<file path="src/rtl/trax_tile_placer_if.sv">
// rtl/trax_tile_placer_if.sv - move-controller, board RAM and tile_check signal bundle for the tile placer
interface trax_tile_placer_if #(
  parameter int ROW_BITS = 3,
  parameter int COL_BITS = 3
);
  logic                         req_valid;
  logic                         req_ready;
  logic [ROW_BITS-1:0]          req_row;
  logic [COL_BITS-1:0]          req_col;
  logic [ROW_BITS+COL_BITS-1:0] mem_addr;
  logic                         mem_rd_en;
  logic                         mem_wr_en;
  logic [2:0]                   mem_wdata;
  logic [2:0]                   mem_rdata;
  logic                         chk_start;
  logic [2:0]                   chk_up;
  logic [2:0]                   chk_down;
  logic [2:0]                   chk_left;
  logic [2:0]                   chk_right;
  logic [5:0]                   chk_tile_type;
  logic                         chk_done;
  logic                         rsp_valid;
  logic                         rsp_ready;
  logic [2:0]                   rsp_tile;
  logic [2:0]                   rsp_status;

  modport master (
    input  req_valid, req_row, req_col, mem_rdata, chk_tile_type, chk_done, rsp_ready,
    output req_ready, mem_addr, mem_rd_en, mem_wr_en, mem_wdata, chk_start,
           chk_up, chk_down, chk_left, chk_right, rsp_valid, rsp_tile, rsp_status
  );

  modport slave (
    output req_valid, req_row, req_col, mem_rdata, chk_tile_type, chk_done, rsp_ready,
    input  req_ready, mem_addr, mem_rd_en, mem_wr_en, mem_wdata, chk_start,
           chk_up, chk_down, chk_left, chk_right, rsp_valid, rsp_tile, rsp_status
  );
endinterface

</file>
<file path="src/rtl/trax_tile_placer.sv">
// rtl/trax_tile_placer.sv - reads a cell and its neighbours, runs tile_check, commits a forced tile
module trax_tile_placer #(
  parameter int ROW_BITS = 3,
  parameter int COL_BITS = 3,
  parameter int ROWS     = 8,
  parameter int COLS     = 8,
  parameter int TIMEOUT  = 15
) (
  input  logic                 clock,
  input  logic                 reset,
  trax_tile_placer_if.master   bus
);
  localparam int CW = $clog2(TIMEOUT + 1);
  localparam logic [ROW_BITS:0]   ROWS_W   = (ROW_BITS + 1)'(ROWS);
  localparam logic [COL_BITS:0]   COLS_W   = (COL_BITS + 1)'(COLS);
  localparam logic [ROW_BITS-1:0] ROW_LAST = ROW_BITS'(ROWS - 1);
  localparam logic [COL_BITS-1:0] COL_LAST = COL_BITS'(COLS - 1);
  localparam logic [CW-1:0]       CNT_LAST = CW'(TIMEOUT - 1);

  localparam logic [2:0] ST_PLACED   = 3'd0;
  localparam logic [2:0] ST_OCCUPIED = 3'd1;
  localparam logic [2:0] ST_MULTI    = 3'd2;
  localparam logic [2:0] ST_NONE     = 3'd3;
  localparam logic [2:0] ST_BADPOS   = 3'd4;

  typedef enum logic [3:0] {IDLE, RD_C, RD_U, RD_D, RD_L, RD_R, CAP_R, WAIT, WRITE, RESP} state_t;

  state_t              state;
  logic [ROW_BITS-1:0] row;
  logic [COL_BITS-1:0] col;
  logic                rd_q;
  logic                rd_prev;
  logic [CW-1:0]       cnt;
  logic [2:0]          low_code;
  logic [2:0]          cap;
  logic                one_hot;
  logic                bad_pos;

  // The up read shares RD_U with the centre check, so an occupied centre cancels it here.
  assign bus.mem_rd_en = rd_q && !(state == RD_U && bus.mem_rdata != 3'd0);
  assign cap           = rd_prev ? bus.mem_rdata : 3'd0;
  assign one_hot       = (bus.chk_tile_type != 6'd0) &&
                         ((bus.chk_tile_type & (bus.chk_tile_type - 6'd1)) == 6'd0);
  assign bad_pos       = ({1'b0, bus.req_row} >= ROWS_W) || ({1'b0, bus.req_col} >= COLS_W);

  always_comb begin
    low_code = 3'd0;
    for (int k = 5; k >= 0; k--) begin
      if (bus.chk_tile_type[k]) low_code = 3'(k + 1);
    end
  end

  always_ff @(posedge clock) begin
    if (reset) begin
      state          <= IDLE;
      row            <= '0;
      col            <= '0;
      rd_q           <= 1'b0;
      rd_prev        <= 1'b0;
      cnt            <= '0;
      bus.req_ready  <= 1'b0;
      bus.mem_addr   <= '0;
      bus.mem_wr_en  <= 1'b0;
      bus.mem_wdata  <= 3'd0;
      bus.chk_start  <= 1'b0;
      bus.chk_up     <= 3'd0;
      bus.chk_down   <= 3'd0;
      bus.chk_left   <= 3'd0;
      bus.chk_right  <= 3'd0;
      bus.rsp_valid  <= 1'b0;
      bus.rsp_tile   <= 3'd0;
      bus.rsp_status <= 3'd0;
    end else begin
      rd_prev       <= bus.mem_rd_en;
      bus.chk_start <= 1'b0;
      case (state)
        IDLE: begin
          bus.req_ready <= 1'b1;
          if (bus.req_valid && bus.req_ready) begin
            bus.req_ready <= 1'b0;
            row <= bus.req_row;
            col <= bus.req_col;
            if (bad_pos) begin
              bus.rsp_valid  <= 1'b1;
              bus.rsp_status <= ST_BADPOS;
              bus.rsp_tile   <= 3'd0;
              state          <= RESP;
            end else begin
              rd_q         <= 1'b1;
              bus.mem_addr <= {bus.req_row, bus.req_col};
              state        <= RD_C;
            end
          end
        end
        RD_C: begin
          rd_q <= (row != '0);
          if (row != '0) bus.mem_addr <= {row - 1'b1, col};
          state <= RD_U;
        end
        RD_U: begin
          if (bus.mem_rdata != 3'd0) begin
            rd_q           <= 1'b0;
            bus.rsp_valid  <= 1'b1;
            bus.rsp_status <= ST_OCCUPIED;
            bus.rsp_tile   <= bus.mem_rdata;
            state          <= RESP;
          end else begin
            rd_q <= (row != ROW_LAST);
            if (row != ROW_LAST) bus.mem_addr <= {row + 1'b1, col};
            state <= RD_D;
          end
        end
        RD_D: begin
          bus.chk_up <= cap;
          rd_q <= (col != '0);
          if (col != '0) bus.mem_addr <= {row, col - 1'b1};
          state <= RD_L;
        end
        RD_L: begin
          bus.chk_down <= cap;
          rd_q <= (col != COL_LAST);
          if (col != COL_LAST) bus.mem_addr <= {row, col + 1'b1};
          state <= RD_R;
        end
        RD_R: begin
          bus.chk_left <= cap;
          rd_q  <= 1'b0;
          state <= CAP_R;
        end
        CAP_R: begin
          bus.chk_right <= cap;
          bus.chk_start <= 1'b1;
          cnt           <= '0;
          state         <= WAIT;
        end
        WAIT: begin
          // First WAIT cycle is the chk_start cycle; the checker cannot answer yet.
          if (cnt != '0 && bus.chk_done) begin
            if (bus.chk_tile_type == 6'd0) begin
              bus.rsp_valid  <= 1'b1;
              bus.rsp_status <= ST_NONE;
              bus.rsp_tile   <= 3'd0;
              state          <= RESP;
            end else if (one_hot) begin
              bus.mem_wr_en <= 1'b1;
              bus.mem_addr  <= {row, col};
              bus.mem_wdata <= low_code;
              bus.rsp_tile  <= low_code;
              state         <= WRITE;
            end else begin
              bus.rsp_valid  <= 1'b1;
              bus.rsp_status <= ST_MULTI;
              bus.rsp_tile   <= low_code;
              state          <= RESP;
            end
          end else if (cnt >= CNT_LAST) begin
            bus.rsp_valid  <= 1'b1;
            bus.rsp_status <= ST_NONE;
            bus.rsp_tile   <= 3'd0;
            state          <= RESP;
          end else if (cnt != '1) begin
            cnt <= cnt + CW'(1);
          end
        end
        WRITE: begin
          bus.mem_wr_en  <= 1'b0;
          bus.rsp_valid  <= 1'b1;
          bus.rsp_status <= ST_PLACED;
          state          <= RESP;
        end
        RESP: begin
          if (bus.rsp_ready) begin
            bus.rsp_valid <= 1'b0;
            bus.req_ready <= 1'b1;
            state         <= IDLE;
          end
        end
        default: state <= IDLE;
      endcase
    end
  end
endmodule

</file>
<file path="src/flat_wrapper.sv">
// flat-port wrapper written by rule: the top's interface ports become plain ports
module trax_tile_placer_flat 
#(
  parameter int ROW_BITS = 3,
  parameter int COL_BITS = 3,
  parameter int ROWS     = 8,
  parameter int COLS     = 8,
  parameter int TIMEOUT  = 15
)
  (clock, reset, bus_req_valid, bus_req_row, bus_req_col, bus_mem_rdata, bus_chk_tile_type, bus_chk_done, bus_rsp_ready, bus_req_ready, bus_mem_addr, bus_mem_rd_en, bus_mem_wr_en, bus_mem_wdata, bus_chk_start, bus_chk_up, bus_chk_down, bus_chk_left, bus_chk_right, bus_rsp_valid, bus_rsp_tile, bus_rsp_status);
  trax_tile_placer_if #(.ROW_BITS(ROW_BITS), .COL_BITS(COL_BITS)) bus_i ();
  input  logic clock;
  input  logic reset;
  input wire logic [$bits(bus_i.req_valid)-1:0] bus_req_valid;
  input wire logic [$bits(bus_i.req_row)-1:0] bus_req_row;
  input wire logic [$bits(bus_i.req_col)-1:0] bus_req_col;
  input wire logic [$bits(bus_i.mem_rdata)-1:0] bus_mem_rdata;
  input wire logic [$bits(bus_i.chk_tile_type)-1:0] bus_chk_tile_type;
  input wire logic [$bits(bus_i.chk_done)-1:0] bus_chk_done;
  input wire logic [$bits(bus_i.rsp_ready)-1:0] bus_rsp_ready;
  output wire logic [$bits(bus_i.req_ready)-1:0] bus_req_ready;
  output wire logic [$bits(bus_i.mem_addr)-1:0] bus_mem_addr;
  output wire logic [$bits(bus_i.mem_rd_en)-1:0] bus_mem_rd_en;
  output wire logic [$bits(bus_i.mem_wr_en)-1:0] bus_mem_wr_en;
  output wire logic [$bits(bus_i.mem_wdata)-1:0] bus_mem_wdata;
  output wire logic [$bits(bus_i.chk_start)-1:0] bus_chk_start;
  output wire logic [$bits(bus_i.chk_up)-1:0] bus_chk_up;
  output wire logic [$bits(bus_i.chk_down)-1:0] bus_chk_down;
  output wire logic [$bits(bus_i.chk_left)-1:0] bus_chk_left;
  output wire logic [$bits(bus_i.chk_right)-1:0] bus_chk_right;
  output wire logic [$bits(bus_i.rsp_valid)-1:0] bus_rsp_valid;
  output wire logic [$bits(bus_i.rsp_tile)-1:0] bus_rsp_tile;
  output wire logic [$bits(bus_i.rsp_status)-1:0] bus_rsp_status;
  assign bus_i.req_valid = bus_req_valid;
  assign bus_i.req_row = bus_req_row;
  assign bus_i.req_col = bus_req_col;
  assign bus_i.mem_rdata = bus_mem_rdata;
  assign bus_i.chk_tile_type = bus_chk_tile_type;
  assign bus_i.chk_done = bus_chk_done;
  assign bus_i.rsp_ready = bus_rsp_ready;
  assign bus_req_ready = bus_i.req_ready;
  assign bus_mem_addr = bus_i.mem_addr;
  assign bus_mem_rd_en = bus_i.mem_rd_en;
  assign bus_mem_wr_en = bus_i.mem_wr_en;
  assign bus_mem_wdata = bus_i.mem_wdata;
  assign bus_chk_start = bus_i.chk_start;
  assign bus_chk_up = bus_i.chk_up;
  assign bus_chk_down = bus_i.chk_down;
  assign bus_chk_left = bus_i.chk_left;
  assign bus_chk_right = bus_i.chk_right;
  assign bus_rsp_valid = bus_i.rsp_valid;
  assign bus_rsp_tile = bus_i.rsp_tile;
  assign bus_rsp_status = bus_i.rsp_status;
  trax_tile_placer #(.ROW_BITS(ROW_BITS), .COL_BITS(COL_BITS), .ROWS(ROWS), .COLS(COLS), .TIMEOUT(TIMEOUT)) u_core (.clock(clock), .reset(reset), .bus(bus_i));
endmodule
</file>
<file path="config.mk">
export PLATFORM = sky130hd
export DESIGN_NAME = trax_tile_placer_flat
export DESIGN_NICKNAME = d
export VERILOG_FILES = /design/src/rtl/trax_tile_placer_if.sv /design/src/rtl/trax_tile_placer.sv /design/src/flat_wrapper.sv
export SDC_FILE = /design/constraint.sdc
export NUM_CORES = 1
export LEC_CHECK = 0
export CAP_MARGIN = 20
export CORE_MARGIN = 2
export CORE_UTILIZATION = 56
export DETAILED_ROUTE_END_ITERATION = 12
export PLACE_DENSITY = 0.81
export SETUP_SLACK_MARGIN = 0.15
export SLEW_MARGIN = 20
export SYNTH_ARGS = -nofsm -noshare
export SYNTH_HDL_FRONTEND = slang
export SYNTH_SLANG_ARGS = --single-unit
export TNS_END_PERCENT = 100
</file>
<file path="constraint.sdc">
create_clock -name clock -period 3.14 [get_ports clock]
set_input_delay 0.314 -clock clock [delete_from_list [all_inputs] [get_ports clock]]
set_output_delay 0.314 -clock clock [all_outputs]
set_load 0.02 [all_outputs]
</file>
==> flow_metrics.tcl <==
set metrics [dict create \
    run_status "complete, no violations" \
    die-area_sq_mm 0.005377 \
    synth.ff_latch_count 46 \
    max_slew.worst_pin.slew_ns 0.7224 \
    cpPeakStageDelay_ns 0.77 \
    antenna_left 0 \
    post_route_setup_slack_ns 0.5461 \
    dr.pass1.iters 5 \
    drcViolationCount 0 \
    number_of_standard_cells_in_the_layout_taps_in_and_fillers_out 417 \
    clk_pin_slew_ns 0.10 \
    vdd.ir_drop.worst_uv 422.8 \
    area_taken_by_multi_input_logic_gates_sq_mm 0.001572 \
    worst_skew_pair.late_latency_ns 0.31 \
    dpl.hpwl_mm 4.906 \
    setup_viol_count_final 0 \
    cts.repair_timing.setup_buffer_count 0 \
    drt_iter0_drc 185 \
    first_pass_grt_wire_length_mm 10.79 \
    worstPathArrival_ns 2.28 \
    num_rows 25 \
    fmax_mhz 385.5 \
    final_layout_size_suffix_gt1_share_pct 8.264 \
    cap_viol_max_count 0 \
    cts_inserted_buffers 5 \
    netSwitchingPower_uw 880.6 \
    tritoncts "yes" \
    setup-tns-final_ns 0 \
    power_frac_clock_pct 18.8 \
    cts-root-to-sink-buffers 2 \
    synth_top_flop_cell "dfxtp_1" \
    count_of_pins_on_the_block_boundary 52 \
    worst_slew_margin_rel_pct 51.48 \
    route.final.wire_length_mm 6.909 \
    async_reset_ff_share_pct 0 \
    die_h_um 73.33 \
    clock-root-buffer "clkbuf_8" \
    place_worst_setup_slack_ns 0.6636 \
    syn-instance-count 320 \
    post_cts.resized_instances 0 \
    post_synth_instance_area_sq_mm 0.002691 \
    number_of_clock_sinks_seen_by_cts 46 \
    seqCellArea_sq_um 920.9 \
    path_delay_family "flip-flops" \
    fin_total_pwr_mw 2.123 \
    power_switching_share_pct 41.49 \
    report.final.hold_viol_count 0 \
    seqPwrFrac_pct 36.4 \
    globalRouteTotalUtil_pct 25.52 \
    crit_path_cell_trace "and3_1, nand2_1, and2_1, clkdlybuf4s50_1" \
    areaGrowthSynthToFinish_pct 20.87 \
    start_util_pct 57.36 \
    n_antenna_cell 0 \
    cp.buffers_inverters 1 \
    dp.cells 409 \
    syn_nets 345 \
    antenna_found_initial 0 \
    syn_area_per_cell_sq_um 8.410 \
    final_net_count 387 \
    pwr_density_cell_mw_per_mm2 652.5 \
    n_fill_cell 418 \
    slowest_stage "dfxtp_1" \
    static-leakage-power_nw 1.150 \
    avgRoutedWirePerCell_um 16.57 \
    synth-seq-area-share_pct 34.22 \
    grt_setup_unrepaired "no" \
    synth_warnings 0 \
    worst-setup-path-type "register to output port" \
    worst_hold_path_class "register to register" \
    via_count_of_the_first_global_routing_pass 2253 \
    p_int_mw 1.242 \
    final.period_utilization_pct 82.61 \
    numPortBuffers 50 \
    timing.critical_path.fanout_max 21 \
    timing_max_transition_violations_final 0 \
    gpl.final_weighted_congestion 0.9530 \
    utilization_pct 69.33 \
    cp.required_ns 2.83 \
    synth_edf_count 0 \
    timing.critical_path.from_type "register" \
    design.core.area_sq_mm 0.004692 \
    timing.clock.skew_ns 0.01074 \
    combinationalPowerShare_pct 44.8 \
    cts.hold.buffers_added 0 \
    synthDistinctLibCells 72 \
    via_density_per_instance 6.165 \
    die_w_um 73.33 \
    critical_path.endpoint_type "output port" \
    num_vias 2571 \
    htreeDepth 2 \
    grt_max_degree 50 \
    layout_min_cycle_time_ns 2.594 \
    grt_remaining_overflow 0 \
]
cell usage after synthesis (3+ instances only):
cell type	count	area share, %
o221ai_1	3	0.98
o21ai_0	7	1.3
buf_6	6	2.5
nand2_1	16	2.2
and2_1	4	0.93
nor2_2	3	0.70
mux2i_1	23	8.6
a211oi_1	7	2.0
inv_1	13	1.8
nor2b_1	4	0.93
a21oi_1	22	4.1
dfxtp_1	46	34
nor3_1	20	3.7
nand3b_1	3	0.84
ha_1	3	1.4
a311oi_1	6	2.0
nor2_1	46	6.4
nand3_1	9	1.7
buf_2	8	1.5
a31oi_1	4	0.93
and3_1	5	1.2
clkbuf_1	3	0.42
worst min-delay path, delay by kind of cell, from the launching register on:
kind,cells,cell delay (ns)
flip-flops,1,0.32
AO/OA/AOI/OAI,1,0.05
buffers and inverters,1,0.06
state kept, by name, summed over array words and instances (netlist names):
signal,cells
u_core.bus.mem_addr,6
u_core.cnt,4
u_core.state,4
u_core.bus.chk_down,3
u_core.bus.chk_left,3
u_core.bus.chk_right,3
u_core.bus.chk_up,3
u_core.bus.mem_wdata,3
u_core.bus.rsp_tile,3
u_core.col,3
u_core.row,3
u_core.bus.rsp_status,2
u_core.bus.chk_start,1
u_core.bus.mem_wr_en,1
u_core.bus.req_ready,1
u_core.bus.rsp_valid,1
u_core.rd_prev,1
u_core.rd_q,1
logic make-up after synthesis:
kind of cell	synth area share, %
other	0.1393
DFF	34.22
xor gates and xnor gates	0.9765
buffers and inverters	7.392
and+or+nand+nor	24.83
AOI/OAI and AO/OA	20.04
muxes	9.530
adders and majority gates	2.883
final cells by class:
class	count	share of cell area, %
multi-input cells	239	48.31
flip-flops and latches	46	28.31
repair buffers	56	16.77
clock buffers	5	2.115
well taps	54	2.077
inverters	14	1.615
clock inverters	3	0.8077
routing by layer:
metal / global-route usage [%] / up-vias / routed length (um)
li1: - / 1242 / -
met1: 35.76 / 1196 / 3124
met2: 40.34 / 117 / 3152
met3: 5.213 / 16 / 537
met4: 6.465 / 0 / 93
met5: 0 / - / 0
layout by cell type (no fill, tap or decap), drive strengths merged, types with 3 or more instances in the layout:
cell type       n
nor2b           4
and3            5
dfxtp          46
ha              3
nand3b          3
nor3           20
a21oi          23
nand3          10
and2            4
o21ai           9
nor4            3
a211oi          9
nand2          16
mux2i          23
nor2           49
a311oi          6
clkbuf          5
a31oi           4
o221ai          3
buf             6
inv            16
clkdlybuf4s50  50
metrics by stage:
stage               instance area (sq um)  hold WS (ns)
finish                               3253        0.4661
global route                         3253        0.4860
CTS                                  3253        0.4700
detailed placement                   3158        0.4566
global placement                     3158        0.4518
floorplan                            2691        0.4612
power groups by stage:
stage	Combinational, mW	Clock [mW]	Sequential [mW]
after floorplan	0.629	0	0.807
after global placement	0.911	0	0.779
after detailed placement	0.925	0	0.780
after CTS	0.932	0.398	0.768
after global routing	1.02	0.423	0.784
final	0.951	0.399	0.773
worst paths after layout:
check                  startpoint                     end  slack [ns]  depth (start not counted)
min          u_core.bus.rsp_valid    u_core.bus.rsp_valid        0.47                          2
max               u_core.state[1]           bus_mem_rd_en        0.55                          4
min reg2reg  u_core.bus.rsp_valid    u_core.bus.rsp_valid        0.47                          2
max reg2reg       u_core.state[1]  u_core.bus.mem_addr[1]        0.65                          6
No activity file was read; power rests on OpenSTA's default activity.
==> variant (same settings) <==
Make the reset (`reset`) asynchronous in one clocked block.
--- a/src/rtl/trax_tile_placer.sv
+++ b/src/rtl/trax_tile_placer.sv
@@ -50,7 +50,7 @@
     end
   end
 
-  always_ff @(posedge clock) begin
+  always_ff @(posedge clock or posedge reset) begin
     if (reset) begin
       state          <= IDLE;
       row            <= '0;
Check against the original RTL: differs if reset is asserted again (counterexample within 4 cycles, from zero or initial values and one cycle with reset high); with reset held inactive, the same outputs for 10 cycles.
==> variant against the original RTL <==
Synthesized area grew 0.46%; fmax grew 3.4%; count of clock-buffer cells in the layout is the same; final area grew 3.5%; synthesized cell count shrank 9.4%; routed wire length shrank 7.0%; setup slack gained 0.085 ns; via count shrank 6.8%; sequential cell count is the same; critical path type is now in -> out.
Power is not compared: it rests on default switching activity, and its combinational part moved more than twofold at a synthesized area within 25%.
==> variant: results (changes against the original RTL) <==
| Metric | Value |
|---|---|
| Status | `finished clean` |
| Worst min path class | `in -> async` |
| Routing usage on met3 | `0.0425 (-0.00960)` |
| Synth Area in Adders | `0.0287 (-0.000133)` |
| Sequential-to-total area share from yosys stat | `0.426 (+0.0836)` |
| Post-synthesis mux area share | `0.0764 (-0.0190)` |
| Skew-Pair Late Insertion Delay | `0.31 ns (about the same)` |
| Reg2reg start | `u_core.state[3]` |
| WL met1 | `2930 um (-6.2%)` |
| Gpl congestion | `0.956 (+0.35%)` |
| Synth top area cells | `dfrtp_1, mux2_2, o21ai_0` |
| Initial DRC count | `186 (+0.54%)` |
| Met3 WL | `367 um (-32%)` |
| Port buffer count | `50 (unchanged)` |
| Synth Net Count | `315 (-8.7%)` |
| R2R cell count | `10 (+4)` |
| Maximum VDD drop | `0.617 mV` |
| GR Layer Usage met2 | `0.399 (-0.00459)` |
| Met1 Use GR | `0.359 (+0.000970)` |
| CP arrival | `2.20 ns (-0.08 ns)` |
| R2R setup slack | `0.67 ns (+0.02 ns)` |
| Worst clock skew | `0.00660 ns (-0.00414 ns)` |
| Largest family of logic cells by synthesized area | `compound AO/OA/AOI/OAI gates` |
| Final HPWL DP | `4670 um (-4.8%)` |
| Worst slew margin | `0.618 (+0.103)` |
| Post-synthesis compound-gate area fraction | `0.230 (+0.0296)` |
| Global-route wire length before repair | `10500 um (-2.8%)` |
| Post-Synth XOR/XNOR Area | `0.00648 (-0.00328)` |
| Largest area contributor in the netlist | `dfrtp_1` |
| Post-synth ARST share | `1.00 (+1.00)` |
| RR Endpoint | `u_core.bus.mem_addr[4]` |
| Largest net degree at the start of global routing | `47 (-6.0%)` |
| DR WL met2 | `3020 um (-4.2%)` |
| Vias in the first global route | `2161 (-4.1%)` |
| DP Area | `3260 um^2 (+3.1%)` |
| Final WL | `6420 um (-7.0%)` |
| List of most frequent post-synthesis cells | `dfrtp_1, nand2_1, o21ai_0` |
| Crit-path max FO | `4 (-81%)` |
| Layout Nets | `367 (-5.2%)` |
| Total GRT Usage | `0.254 (-0.00110)` |
| Layout cell share with drive strength beyond 1 | `0.125 (+0.0427)` |
| Synth cell types | `63 (-13%)` |
==> variant: changes by cell type after synthesis, sizes merged, moves of 6 or more <==
cell,unedited run,this run
dfrtp,0,46
dfxtp,46,0
nor2,49,18
mux2i,23,6
o21ai,9,25
buf,17,2
nand2,16,30
mux2,2,13
nor3,20,9
clkbuf,3,12
a21oi,23,17
==> variant: critical path, cell delays in order <==
cell,delay [ns]
clkdlybuf4s50_1,0.48
or3_1,0.48
nand3_1,0.14
and2_1,0.17
clkdlybuf4s50_1,0.61
==> variant: how the worst max path moves through the flow <==
| stage | start | endpoint | slack (ns) |
|---|---|---|---|
| after detailed placement | bus_chk_tile_type[3] | u_core.bus.mem_addr[1] | 0.35 |
| after CTS | bus_mem_rdata[0] | bus_mem_rd_en | 0.64 |
| after floorplan | u_core.state[1] | u_core.bus.mem_addr[2] | 0.79 |
| after global routing | u_core.state[2] | u_core.bus.mem_addr[4] | 0.49 |
| final | bus_mem_rdata[0] | bus_mem_rd_en | 0.63 |
| after global placement | bus_chk_tile_type[3] | u_core.bus.mem_addr[1] | 0.40 |
==> variant: stage by stage <==
stage          instances  hold WS, ns  setup slack (ns)
6_report             397        0.323             0.631
2_1_floorplan        290        0.400             0.788
5_1_grt              397        0.383             0.493
3_5_place_dp         388        0.469             0.352
3_3_place_gp         388        0.462             0.396
4_1_cts              396        0.489             0.640
==> variant: area by class of cell <==
cell class                      count  area (um^2)
Sequential cell                    46         1150
Clock buffer                        5         68.8
Inverter                           19         71.3
Clock inverter                      3         21.3
Fill cell                         365         1330
Timing Repair Buffer               59          581
Tap cell                           54         67.6
Multi-Input combinational cell    211         1410
